## src/rtl/seq_dispatcher_if.sv

```systemverilog
// Purpose: host command, sequencer handshake and response bundle for seq_dispatcher.
// Latency: none (wires only).
// Backpressure: cmd_valid/cmd_ready on the command side; responses are unthrottled pulses.
// Ports: master = dispatcher side (drives cmd_ready, start/seq/ext_sync, busy, rsp_*, counters);
//        slave  = host + sequencer side (drives cmd_*, running, done).
interface seq_dispatcher_if #(
    parameter int DLY_W = 8
);
    // host command channel
    logic             cmd_valid;
    logic             cmd_ready;
    logic             cmd_seq;
    logic [DLY_W-1:0] cmd_sync_dly;

    // sequencer handshake
    logic             start;
    logic             seq;
    logic             ext_sync;
    logic             running;
    logic             done;

    // status and response
    logic             busy;
    logic             rsp_valid;
    logic             rsp_seq;
    logic             rsp_timeout;
    logic [7:0]       done_cnt;
    logic [7:0]       tmo_cnt;

    modport master (
        input  cmd_valid, cmd_seq, cmd_sync_dly, running, done,
        output cmd_ready, start, seq, ext_sync, busy,
               rsp_valid, rsp_seq, rsp_timeout, done_cnt, tmo_cnt
    );

    modport slave (
        output cmd_valid, cmd_seq, cmd_sync_dly, running, done,
        input  cmd_ready, start, seq, ext_sync, busy,
               rsp_valid, rsp_seq, rsp_timeout, done_cnt, tmo_cnt
    );
endinterface

```

## src/rtl/seq_dispatcher.sv

```systemverilog
// Purpose: queues host sequence commands and runs them one at a time against a sequencer.
// Latency: accept at edge k -> start high k+1..k+2, first ACTIVE cycle k+2..k+3; one IDLE cycle between commands.
// Backpressure: cmd_ready low while the command FIFO is full; rsp_valid is a pulse with no backpressure.
// Ports: clk, reset_n (synchronous, active-low), bus (seq_dispatcher_if.master).
module seq_dispatcher #(
    parameter int FIFO_DEPTH = 4,
    parameter int DLY_W      = 8,
    parameter int TIMEOUT    = 64
) (
    input  logic             clk,
    input  logic             reset_n,
    seq_dispatcher_if.master bus
);
    localparam int AW = (FIFO_DEPTH > 1) ? $clog2(FIFO_DEPTH) : 1;
    localparam int TW = $clog2(TIMEOUT);
    // ACTIVE counter is wide enough for both the timeout index and any delay value,
    // so a delay beyond the timeout simply never matches.
    localparam int CW = ((DLY_W > TW) ? DLY_W : TW) + 1;

    localparam logic [AW:0]   FIFO_FULL = (AW+1)'(FIFO_DEPTH);
    localparam logic [AW:0]   CNT_ONE   = (AW+1)'(1);
    localparam logic [AW-1:0] PTR_ONE   = AW'(1);
    localparam logic [CW-1:0] ACT_ONE   = CW'(1);
    localparam logic [CW-1:0] ACT_LAST  = CW'(TIMEOUT - 1);

    typedef enum logic [1:0] {
        S_IDLE,
        S_START,
        S_ACTIVE,
        S_REPORT
    } state_t;

    state_t           r_state;

    // command FIFO
    logic             r_fifo_seq [FIFO_DEPTH];
    logic [DLY_W-1:0] r_fifo_dly [FIFO_DEPTH];
    logic [AW-1:0]    r_wr_ptr;
    logic [AW-1:0]    r_rd_ptr;
    logic [AW:0]      r_count;
    logic             r_cmd_ready;

    // current command and outputs
    logic             r_seq;
    logic [DLY_W-1:0] r_dly;
    logic [CW-1:0]    r_act_cnt;
    logic             r_start;
    logic             r_ext_sync;
    logic             r_busy;
    logic             r_rsp_valid;
    logic             r_rsp_seq;
    logic             r_rsp_timeout;
    logic [7:0]       r_done_cnt;
    logic [7:0]       r_tmo_cnt;

    logic             w_push;
    logic             w_pop;
    logic [AW:0]      w_count_nxt;
    logic [CW-1:0]    w_act_nxt;
    logic [CW-1:0]    w_dly_ext;
    logic             w_unused_running;

    assign w_push    = bus.cmd_valid & r_cmd_ready;
    assign w_pop     = (r_state == S_IDLE) && (r_count != '0);
    assign w_act_nxt = r_act_cnt + ACT_ONE;
    assign w_dly_ext = {{(CW-DLY_W){1'b0}}, r_dly};

    // running is status only; nothing in the control path depends on it
    assign w_unused_running = bus.running;

    always_comb begin
        w_count_nxt = r_count;
        if (w_push && !w_pop) begin
            w_count_nxt = r_count + CNT_ONE;
        end else if (w_pop && !w_push) begin
            w_count_nxt = r_count - CNT_ONE;
        end
    end

    // FIFO storage needs no reset: the pointers and count define what is valid
    always_ff @(posedge clk) begin
        if (w_push) begin
            r_fifo_seq[r_wr_ptr] <= bus.cmd_seq;
            r_fifo_dly[r_wr_ptr] <= bus.cmd_sync_dly;
        end
    end

    always_ff @(posedge clk) begin
        if (!reset_n) begin
            r_state       <= S_IDLE;
            r_wr_ptr      <= '0;
            r_rd_ptr      <= '0;
            r_count       <= '0;
            r_cmd_ready   <= 1'b1;
            r_seq         <= 1'b0;
            r_dly         <= '0;
            r_act_cnt     <= '0;
            r_start       <= 1'b0;
            r_ext_sync    <= 1'b0;
            r_busy        <= 1'b0;
            r_rsp_valid   <= 1'b0;
            r_rsp_seq     <= 1'b0;
            r_rsp_timeout <= 1'b0;
            r_done_cnt    <= '0;
            r_tmo_cnt     <= '0;
        end else begin
            r_count     <= w_count_nxt;
            r_cmd_ready <= (w_count_nxt != FIFO_FULL);
            if (w_push) begin
                r_wr_ptr <= r_wr_ptr + PTR_ONE;
            end
            if (w_pop) begin
                r_rd_ptr <= r_rd_ptr + PTR_ONE;
            end

            // single-cycle pulses default low
            r_start     <= 1'b0;
            r_ext_sync  <= 1'b0;
            r_rsp_valid <= 1'b0;

            case (r_state)
                S_IDLE: begin
                    if (w_pop) begin
                        r_seq   <= r_fifo_seq[r_rd_ptr];
                        r_dly   <= r_fifo_dly[r_rd_ptr];
                        r_start <= 1'b1;
                        r_busy  <= 1'b1;
                        r_state <= S_START;
                    end
                end

                S_START: begin
                    r_act_cnt  <= '0;
                    // outputs are registered, so the sync for ACTIVE cycle 0 is decided here
                    r_ext_sync <= r_seq && (w_dly_ext == '0);
                    r_state    <= S_ACTIVE;
                end

                S_ACTIVE: begin
                    if (bus.done) begin
                        // done has priority over a timeout landing in the same cycle
                        r_rsp_valid   <= 1'b1;
                        r_rsp_seq     <= r_seq;
                        r_rsp_timeout <= 1'b0;
                        r_done_cnt    <= r_done_cnt + 8'd1;
                        r_state       <= S_REPORT;
                    end else if (r_act_cnt == ACT_LAST) begin
                        r_rsp_valid   <= 1'b1;
                        r_rsp_seq     <= r_seq;
                        r_rsp_timeout <= 1'b1;
                        r_tmo_cnt     <= r_tmo_cnt + 8'd1;
                        r_state       <= S_REPORT;
                    end else begin
                        r_act_cnt  <= w_act_nxt;
                        r_ext_sync <= r_seq && (w_act_nxt == w_dly_ext);
                    end
                end

                S_REPORT: begin
                    r_busy  <= 1'b0;
                    r_state <= S_IDLE;
                end

                default: begin
                    r_busy  <= 1'b0;
                    r_state <= S_IDLE;
                end
            endcase
        end
    end

    assign bus.cmd_ready   = r_cmd_ready;
    assign bus.start       = r_start;
    assign bus.seq         = r_seq;
    assign bus.ext_sync    = r_ext_sync;
    assign bus.busy        = r_busy;
    assign bus.rsp_valid   = r_rsp_valid;
    assign bus.rsp_seq     = r_rsp_seq;
    assign bus.rsp_timeout = r_rsp_timeout;
    assign bus.done_cnt    = r_done_cnt;
    assign bus.tmo_cnt     = r_tmo_cnt;
endmodule

```

## src/flat_wrapper.sv

```systemverilog
// flat-port wrapper written by rule: the top's interface ports become plain ports
module seq_dispatcher_flat 
#(
    parameter int FIFO_DEPTH = 4,
    parameter int DLY_W      = 8,
    parameter int TIMEOUT    = 64
)
  (clk, reset_n, bus_cmd_valid, bus_cmd_seq, bus_cmd_sync_dly, bus_running, bus_done, bus_cmd_ready, bus_start, bus_seq, bus_ext_sync, bus_busy, bus_rsp_valid, bus_rsp_seq, bus_rsp_timeout, bus_done_cnt, bus_tmo_cnt);
  seq_dispatcher_if #(.DLY_W(DLY_W)) bus_i ();
  input  logic clk;
  input  logic reset_n;
  input wire logic [$bits(bus_i.cmd_valid)-1:0] bus_cmd_valid;
  input wire logic [$bits(bus_i.cmd_seq)-1:0] bus_cmd_seq;
  input wire logic [$bits(bus_i.cmd_sync_dly)-1:0] bus_cmd_sync_dly;
  input wire logic [$bits(bus_i.running)-1:0] bus_running;
  input wire logic [$bits(bus_i.done)-1:0] bus_done;
  output wire logic [$bits(bus_i.cmd_ready)-1:0] bus_cmd_ready;
  output wire logic [$bits(bus_i.start)-1:0] bus_start;
  output wire logic [$bits(bus_i.seq)-1:0] bus_seq;
  output wire logic [$bits(bus_i.ext_sync)-1:0] bus_ext_sync;
  output wire logic [$bits(bus_i.busy)-1:0] bus_busy;
  output wire logic [$bits(bus_i.rsp_valid)-1:0] bus_rsp_valid;
  output wire logic [$bits(bus_i.rsp_seq)-1:0] bus_rsp_seq;
  output wire logic [$bits(bus_i.rsp_timeout)-1:0] bus_rsp_timeout;
  output wire logic [$bits(bus_i.done_cnt)-1:0] bus_done_cnt;
  output wire logic [$bits(bus_i.tmo_cnt)-1:0] bus_tmo_cnt;
  assign bus_i.cmd_valid = bus_cmd_valid;
  assign bus_i.cmd_seq = bus_cmd_seq;
  assign bus_i.cmd_sync_dly = bus_cmd_sync_dly;
  assign bus_i.running = bus_running;
  assign bus_i.done = bus_done;
  assign bus_cmd_ready = bus_i.cmd_ready;
  assign bus_start = bus_i.start;
  assign bus_seq = bus_i.seq;
  assign bus_ext_sync = bus_i.ext_sync;
  assign bus_busy = bus_i.busy;
  assign bus_rsp_valid = bus_i.rsp_valid;
  assign bus_rsp_seq = bus_i.rsp_seq;
  assign bus_rsp_timeout = bus_i.rsp_timeout;
  assign bus_done_cnt = bus_i.done_cnt;
  assign bus_tmo_cnt = bus_i.tmo_cnt;
  seq_dispatcher #(.FIFO_DEPTH(FIFO_DEPTH), .DLY_W(DLY_W), .TIMEOUT(TIMEOUT)) u_core (.clk(clk), .reset_n(reset_n), .bus(bus_i));
endmodule
```

## config.mk

```make
export PLATFORM = sky130hd
export DESIGN_NAME = seq_dispatcher_flat
export DESIGN_NICKNAME = d
export VERILOG_FILES = /design/src/rtl/seq_dispatcher_if.sv /design/src/rtl/seq_dispatcher.sv /design/src/flat_wrapper.sv
export SDC_FILE = /design/constraint.sdc
export NUM_CORES = 1
export LEC_CHECK = 0
export CAP_MARGIN = 20
export CORE_UTILIZATION = 55
export CTS_BUF_LIST = sky130_fd_sc_hd__clkbuf_2
export DETAILED_ROUTE_END_ITERATION = 8
export PLACE_DENSITY = 0.77
export SETUP_SLACK_MARGIN = 0.02
export SYNTH_ARGS = -nofsm -noshare
export SYNTH_HDL_FRONTEND = slang
export SYNTH_SLANG_ARGS = --single-unit
```

## constraint.sdc

```tcl
create_clock -name clk -period 3.8 [get_ports clk]
set_input_delay 0.57 -clock clk [delete_from_list [all_inputs] [get_ports clk]]
set_output_delay 0.57 -clock clk [all_outputs]
set_load 0.02 [all_outputs]
```

==> metrics.md, run 1 <==
| Metric | Value |
|---|---|
| Status | complete, no violations |
| Slowest-stage cell, CP | dfxtp_1 |
| Pre-antenna DRT Iters | 4 |
| Pre-CTS setup slack | 1.115 ns |
| Synthesized cell area | 0.003826 sq mm |
| Final wirelength | 6748 um |
| Die W | 85.41 um |
| Layout cells sized above 1 | 7.692% |
| Yosys cell types | 39 |
| Register area share after synthesis | 54.41% |
| Max Freq | 367.8 MHz |
| CP delay by family, top | simple AND/OR/NAND/NOR gates |
| DRC Markers | 0 |
| DR WL/cell | 14.36 um |
| Worst Path Max Fanout | 12 |
| Ant. Diodes | 0 |
| Critical path startpoint category | flop |
| Maxcap violations | 0 |
| Pwr Total | 2.386 mW |
| Filler cells | 547 |
| Power per cell area | 549.0 mW/mm^2 |
| Actual slew at the worst max-slew pin | 0.7455 ns |
| TNS Setup | 0 ns |
| Nets | 414 |
| Detailed Route Iter0 Violations | 106 |
| R2r setup slk | 1.08 ns |
| First-pass GRT wire length | 11230 um |
| Initial core utilization | 56.63% |
| RR Startpoint | u_core.r_act_cnt[0] |
| Commonest non-fill, non-tap cells in the layout | dfxtp_1, nand2_1, clkdlybuf4s50_1, edfxtp_1 |
| Post-Synthesis Cells | 352 |
| Via count | 2606 |
| Worst hold stages | 2 |
| Post-route ant nets | 0 |
| Largest net degree at the start of global routing | 46 |
| CTS root buffer | clkbuf_2 |
| Gpl congestion | 0.8884 |
| Final period util | 71.54% |
| CTS tree | yes |
| DP HPWL | 4665 um |
| Hold Vio Cnt, Final | 0 |
| Syn nets | 381 |
| Arr. time, crit path | 3.17 ns |
| Final worst path period need | 2.719 ns |
| Core ar. | 0.006756 sq mm |
| Buf/Inv on CP | 0 |
| PnR worst setup slack | 1.081 ns |
| RSZ-0062 raised after global routing | false |
| CTS Buffer Depth | 2 |
| # clock sinks | 86 |
| Synthesized flop and latch total | 86 |
| Mean post-synth cell area | 10.87 sq um |
| Critical path cell sequence | ha_1, nand3_4, nor4b_4, nand2b_1, and2_1, a21oi_1, a211oi_2 |
| Gr ovfl total | 0 |
| Via-per-instance ratio | 5.545 |
| HP Start | u_core.r_dly[2] |
| Hold buffers post-CTS | 0 |
| Fin Hold WS | 0.5028 ns |
| Vias in the first global route | 2430 |
| R2r endpoint | u_core.r_act_cnt[6] |
| Total GRT Usage | 19.85% |
| Die H | 85.41 um |
| Hold endpoint | u_core.r_dly[2] |
| Number of antenna violations at the first check in global routing | 0 |
| Register area | 0.002082 sq mm |
| Clock transition at path regs | 0.24 ns |
| Port-buffer cells | 36 |
| Top Ports | 38 |
| Max Transition Viols Final | 0 |
| Reg2Reg Depth | 7 |
| Crit Path Category | reg -> reg |
| Most common cell after layout, fill and taps aside | dfxtp_1 |
| Clock Latency Late Sink | 0.51 ns |
| Synth warn | 0 |
| Total CTS buffers | 9 |
| Area occupied by multi-input gates | 0.001648 sq mm |
| Leakage dissipation | 1.550 nW |
| Max stage delay on crit path | 0.50 ns |
| WP data required | 4.26 ns |
| Critical path depth | 7 |
| Die ar. | 0.007294 sq mm |
| Worst VDD drop | 0.3392 mV |
| Worst hold-check path type | reg -> reg |
| Layout Skew | 0.02324 ns |
| Post_cts resized | 0 |
| Row cnt | 30 |
| Slew headroom | 50.23% |
| Crit end category | flop |
| # H-tree levels | 3 |
| # Post-CTS Setup Buffers | 0 |
| # setup viols final | 0 |
| Synth-to-layout area growth | 13.60% |
## stage by stage
| stage | utilization, % | area, sq um | instances |
|---|---|---|---|
| finish | 64.33 | 4347 | 470 |
| CTS | 64.33 | 4347 | 470 |
| global route | 64.33 | 4347 | 470 |
| global placement | 62.57 | 4228 | 454 |
| detailed placement | 62.57 | 4228 | 454 |
| floorplan | - | 3826 | 352 |
## how the worst max path moves through the flow
stage                        start  slack (ns)               endpoint
3_3_place_gp   u_core.r_act_cnt[0]        1.17    u_core.r_act_cnt[6]
2_1_floorplan  u_core.r_act_cnt[0]        1.78  u_core.bus.tmo_cnt[6]
6_report       u_core.r_act_cnt[0]        1.08    u_core.r_act_cnt[6]
5_1_grt        u_core.r_act_cnt[0]        0.85    u_core.r_act_cnt[3]
3_5_place_dp   u_core.r_act_cnt[0]        1.12    u_core.r_act_cnt[5]
4_1_cts        u_core.r_act_cnt[0]        1.09    u_core.r_act_cnt[6]
## report_power, final
| group | total, mW | internal, mW | switching, mW | leakage (nW) |
|---|---|---|---|---|
| sequential | 1.22 | 1.10 | 0.128 | 0.737 |
| combinational | 0.693 | 0.307 | 0.386 | 0.744 |
| clock | 0.469 | 0.154 | 0.315 | 0.0684 |
| total | 2.39 | 1.56 | 0.830 | 1.55 |
## synth_stat cells, drive strengths merged
| cell | count | area share [%] |
|---|---|---|
| dfxtp | 50 | 26 |
| or3 | 4 | 0.65 |
| xnor2 | 12 | 2.7 |
| nor3 | 3 | 0.39 |
| o211ai | 1 | 0.20 |
| a311oi | 2 | 0.46 |
| a21oi | 33 | 4.3 |
| a32o | 1 | 0.26 |
| or2b | 1 | 0.20 |
| clkbuf | 8 | 0.78 |
| or4 | 1 | 0.20 |
| o21ai | 12 | 1.6 |
| nand4b | 1 | 0.23 |
| nand4 | 3 | 0.49 |
| inv | 10 | 0.98 |
| nor4b | 1 | 0.62 |
| edfxtp | 36 | 28 |
| buf | 6 | 0.75 |
| nand3b | 3 | 0.59 |
| nor4 | 4 | 0.65 |
| nor3b | 1 | 0.20 |
| nand3 | 18 | 2.7 |
| nand2b | 4 | 0.65 |
| a31oi | 2 | 0.33 |
| and3 | 10 | 1.8 |
| nor2b | 1 | 0.16 |
| a211oi | 6 | 1.3 |
| mux2i | 3 | 0.78 |
| ha | 15 | 4.9 |
| nor2 | 33 | 3.2 |
| and2 | 6 | 0.98 |
| xor2 | 16 | 3.7 |
| mux4 | 9 | 5.3 |
| nand2 | 36 | 3.5 |
## metal layers
| layer | GRT usage (%) | up-vias | part of all wire, % |
|---|---|---|---|
| li1 | - | 1321 | - |
| met5 | 0 | - | 0 |
| met2 | 32.51 | 45 | 48 |
| met4 | 6.364 | 0 | 1.3 |
| met1 | 26.43 | 1232 | 48 |
| met3 | 4.377 | 8 | 2.8 |
## layout make-up
class                      instances  share of cell area, %
clock inverter                     7                  1.698
multi-input combinational        242                  37.91
tap                               80                  2.303
timing repair buffer              36                  8.290
inverter                          10                 0.8636
sequential                        86                  47.90
clock buffer                       9                  1.036
## logic make-up after synthesis
logic type | Yosys count | synth area share [%]
xor+xnor | 28 | 6.409
flops | 86 | 54.41
buf+inv | 24 | 2.518
compound gates | 57 | 8.437
mux | 12 | 6.082
simple gates | 130 | 17.23
fa+ha+maj | 15 | 4.905
## state kept, by name, summed over array words and instances, names as in the netlist
register                count
u_core.bus.ext_sync         1
u_core.r_state              2
u_core.r_wr_ptr             2
u_core.r_dly                8
u_core.r_rd_ptr             2
u_core.r_act_cnt            9
u_core.bus.done_cnt         8
u_core.bus.start            1
u_core.r_fifo_dly          32
u_core.bus.rsp_seq          1
u_core.r_count              3
u_core.bus.cmd_ready        1
u_core.r_fifo_seq           4
u_core.bus.tmo_cnt          8
u_core.bus.rsp_timeout      1
u_core.bus.rsp_valid        1
u_core.bus.seq              1
u_core.bus.busy             1
## tightest hold or removal path, stage by stage (launching register included)
cell and delay, ns:
dfxtp_1 0.38, nand2_1 0.06, a21oi_1 0.05
Note: power is estimated with default switching activity, not from simulation.
==> run 2, diff against run 1 <==
- CORE_UTILIZATION: 55 -> 53
- PLACE_DENSITY: 0.77 -> 0.78
- clock period: 3.8 -> 2.5 ns (I/O delays scaled with it)
==> run 2 against run 1 <==
Sequential share of layout area down 0.57 points. Combinational power up 57%. Hold slack worse by 0.066 ns. Maximum frequency up 23%. Register-to-register slack worse by 0.79 ns. Setup slack worse by 0.79 ns.
==> metrics.md, run 2 (synthesis gave the netlist of run 1 again) <==
| Metric | Value |
|---|---|
| Leakage dissipation | 1.570 nW (+1.3%) |
| Top reg by flops | u_core.r_fifo_dly |
| Internal Power | 2.304 mW (+48%) |
| Max Transition Viols Final | 0 (unchanged) |
| Switching share of power | 36.15% (+1.4 points) |
| # clock sinks | 86 (unchanged) |
| # setup viols final | 0 (unchanged) |
| Layout Skew | 0.03079 ns (+0.007545 ns) |
| DRC Markers | 0 (unchanged) |
| Switching power | 1.304 mW (+57%) |
| Critical path startpoint category | flop |
| # Post-CTS Setup Buffers | 0 (unchanged) |
| Top Ports | 38 (unchanged) |
| Actual slew at the worst max-slew pin | 0.7005 ns (-0.04500 ns) |
| Status | complete, no violations |
| Crit Path Category | reg -> reg |
| WP data required | 2.97 ns (-1.29 ns) |
| Logic gate share of total power | 30.2% (+1.2 points) |
| Placed instance area | 0.004298 sq mm (+1.7%) |
| Initial core utilization | 55.70% (-0.93 points) |
| RR Startpoint | u_core.r_act_cnt[0] |
| DP HPWL | 4960 um (+6.3%) |
| Fin area | 0.004399 sq mm (+1.2%) |
| Post_cts resized | 0 (unchanged) |
| Vias in the first global route | 2437 (+0.29%) |
| RSZ-0062 raised after global routing | false |
| Clock transition at path regs | 0.25 ns (about the same) |
| Post-route ant nets | 0 (unchanged) |
| Nets | 419 (+1.2%) |
| Via count | 2676 (+2.7%) |
| # H-tree levels | 3 (unchanged) |
| Worst Path Max Fanout | 8 (-4) |
| Core ar. | 0.006869 sq mm (+1.7%) |
| Power per cell area | 820.1 mW/mm^2 (+49%) |
| Largest net degree at the start of global routing | 25 (-46%) |
| Max Freq | 452.6 MHz (+23%) |
| Gpl congestion | 0.8519 (-4.1%) |
| R2r endpoint | u_core.r_act_cnt[5] |
| Clock Latency Late Sink | 0.54 ns (+0.03 ns) |
| Arr. time, crit path | 2.68 ns (-0.49 ns) |
| Slowest-stage cell, CP | dfxtp_1 |
| CP delay by family, top | simple AND/OR/NAND/NOR gates |
| Pre-CTS setup slack | 0.3379 ns (-0.7775 ns) |
| Layout cells sized above 1 | 8.861% (+1.2 points) |
| Number of antenna violations at the first check in global routing | 0 (unchanged) |
| DR WL/cell | 14.40 um (+0.28%) |
| Commonest non-fill, non-tap cells in the layout | dfxtp_1, nand2_1, clkdlybuf4s50_1, edfxtp_1 |
| Biggest regs | u_core.r_fifo_dly: 32 flops, u_core.r_act_cnt: 9 flops |
| Row cnt | 30 (unchanged) |
| Maxcap violations | 0 (unchanged) |
| Final worst path period need | 2.210 ns (-0.5091 ns) |
| Hold buffers post-CTS | 0 (unchanged) |
| Most common cell after layout, fill and taps aside | dfxtp_1 |
| Number of flip-flops in the largest register | 32 (unchanged) |
| Worst VDD drop | 0.4951 mV (+46%) |
| Die H | 86.97 um (+1.8%) |
| Worst hold-check path type | in -> reg |
| Clk network pwr share | 18.1% (-1.6 points) |
| Crit end category | flop |
| CTS tree | yes |
| TNS Setup | 0 ns (unchanged) |
| Ant. Diodes | 0 (unchanged) |
| Flop pwr share | 51.7% (+0.4 points) |
| Max stage delay on crit path | 0.52 ns (+0.02 ns) |
| End point of the critical path | u_core.r_act_cnt[5] |
| CTS root buffer | clkbuf_2 |
| Critical path cell sequence | ha_1, nand3_4, nor4b_4, nand2b_1, and2_1, nor2_1, a211oi_1 |
| Reg2Reg Depth | 7 (unchanged) |
| First-pass GRT wire length | 11690 um (+4.1%) |
| Die W | 86.97 um (+1.8%) |
| Final period util | 88.38% (+17 points) |
| Total CTS buffers | 9 (unchanged) |
| R2r setup slk | 0.29 ns (-0.79 ns) |
| Setup crit start | u_core.r_act_cnt[0] |
| Die ar. | 0.007563 sq mm (+3.7%) |
| CTS Buffer Depth | 2 (unchanged) |
| Hold Vio Cnt, Final | 0 (unchanged) |
| Detailed Route Iter0 Violations | 171 (+61%) |
| Pre-antenna DRT Iters | 4 (unchanged) |
| Slew headroom | 53.24% (+3.0 points) |
| Gr ovfl total | 0 (unchanged) |
| Synth-to-layout area growth | 14.98% |
| Buf/Inv on CP | 0 (unchanged) |
| Port-buffer cells | 36 (unchanged) |
| PnR worst setup slack | 0.2905 ns (-0.7909 ns) |
| Total GRT Usage | 20.45% (+0.60 points) |
| Via-per-instance ratio | 5.450 (-1.7%) |
| Final wirelength | 7069 um (+4.8%) |
| Critical path depth | 7 (unchanged) |
run 2: power by group through the flow:
| stage | clock (mW) | sequential, mW | combinational, mW |
|---|---|---|---|
| 2_1_floorplan | 0 | 1.84 | 0.837 |
| 3_3_place_gp | 0 | 1.88 | 1.05 |
| 3_5_place_dp | 0 | 1.90 | 1.09 |
| 4_1_cts | 0.666 | 1.87 | 1.09 |
| 5_1_grt | 0.732 | 1.90 | 1.22 |
| 6_report | 0.652 | 1.87 | 1.09 |
run 2: layout make-up:
cell class	instances	area, sq um
fill	561	2470
sequential	86	2082
multi-input combinational	242	1648
timing repair buffer	41	410.4
tap	96	120.1
clock inverter	7	56.30
clock buffer	9	45.04
inverter	10	37.54
run 2: per-layer routing:
layer	vias to the layer above	wire [um]	global-route usage (%)
met5	-	0	0
met4	0	67	8.182
met3	6	315	6.256
met2	52	3461	32.28
met1	1289	3224	26.34
li1	1329	-	-
run 2: worst register-to-register path, delay by kind of cell (launching register included):
kind / cells / cell delay [ns]
fa+ha+maj: 1 / 0.26
simple gates: 5 / 1.13
compound gates: 1 / 0.23
flops: 1 / 0.52
run 2: how the worst min path moves through the flow:
stage	cells after the start	slack, ns	end	start
after floorplan	1	0.45	u_core.bus.cmd_ready	reset_n
after global placement	2	0.47	u_core.r_dly[1]	u_core.r_dly[1]
after detailed placement	2	0.49	u_core.r_dly[1]	u_core.r_dly[1]
final	1	0.44	u_core.r_fifo_dly[1][7]	bus_cmd_sync_dly[7]
after global routing	1	0.37	u_core.r_fifo_dly[0][7]	bus_cmd_sync_dly[7]
after CTS	1	0.41	u_core.r_fifo_dly[1][7]	bus_cmd_sync_dly[7]
run 2: through the flow:
step	power (mW)	hold slack (ns)	instances	utilization (%)
global route	3.848	0.3667	491	64.04
detailed placement	2.989	0.4891	475	62.57
global placement	2.930	0.4731	475	62.57
floorplan	2.672	0.4468	352	-
finish	3.608	0.4365	491	64.04
CTS	3.627	0.4057	491	64.04
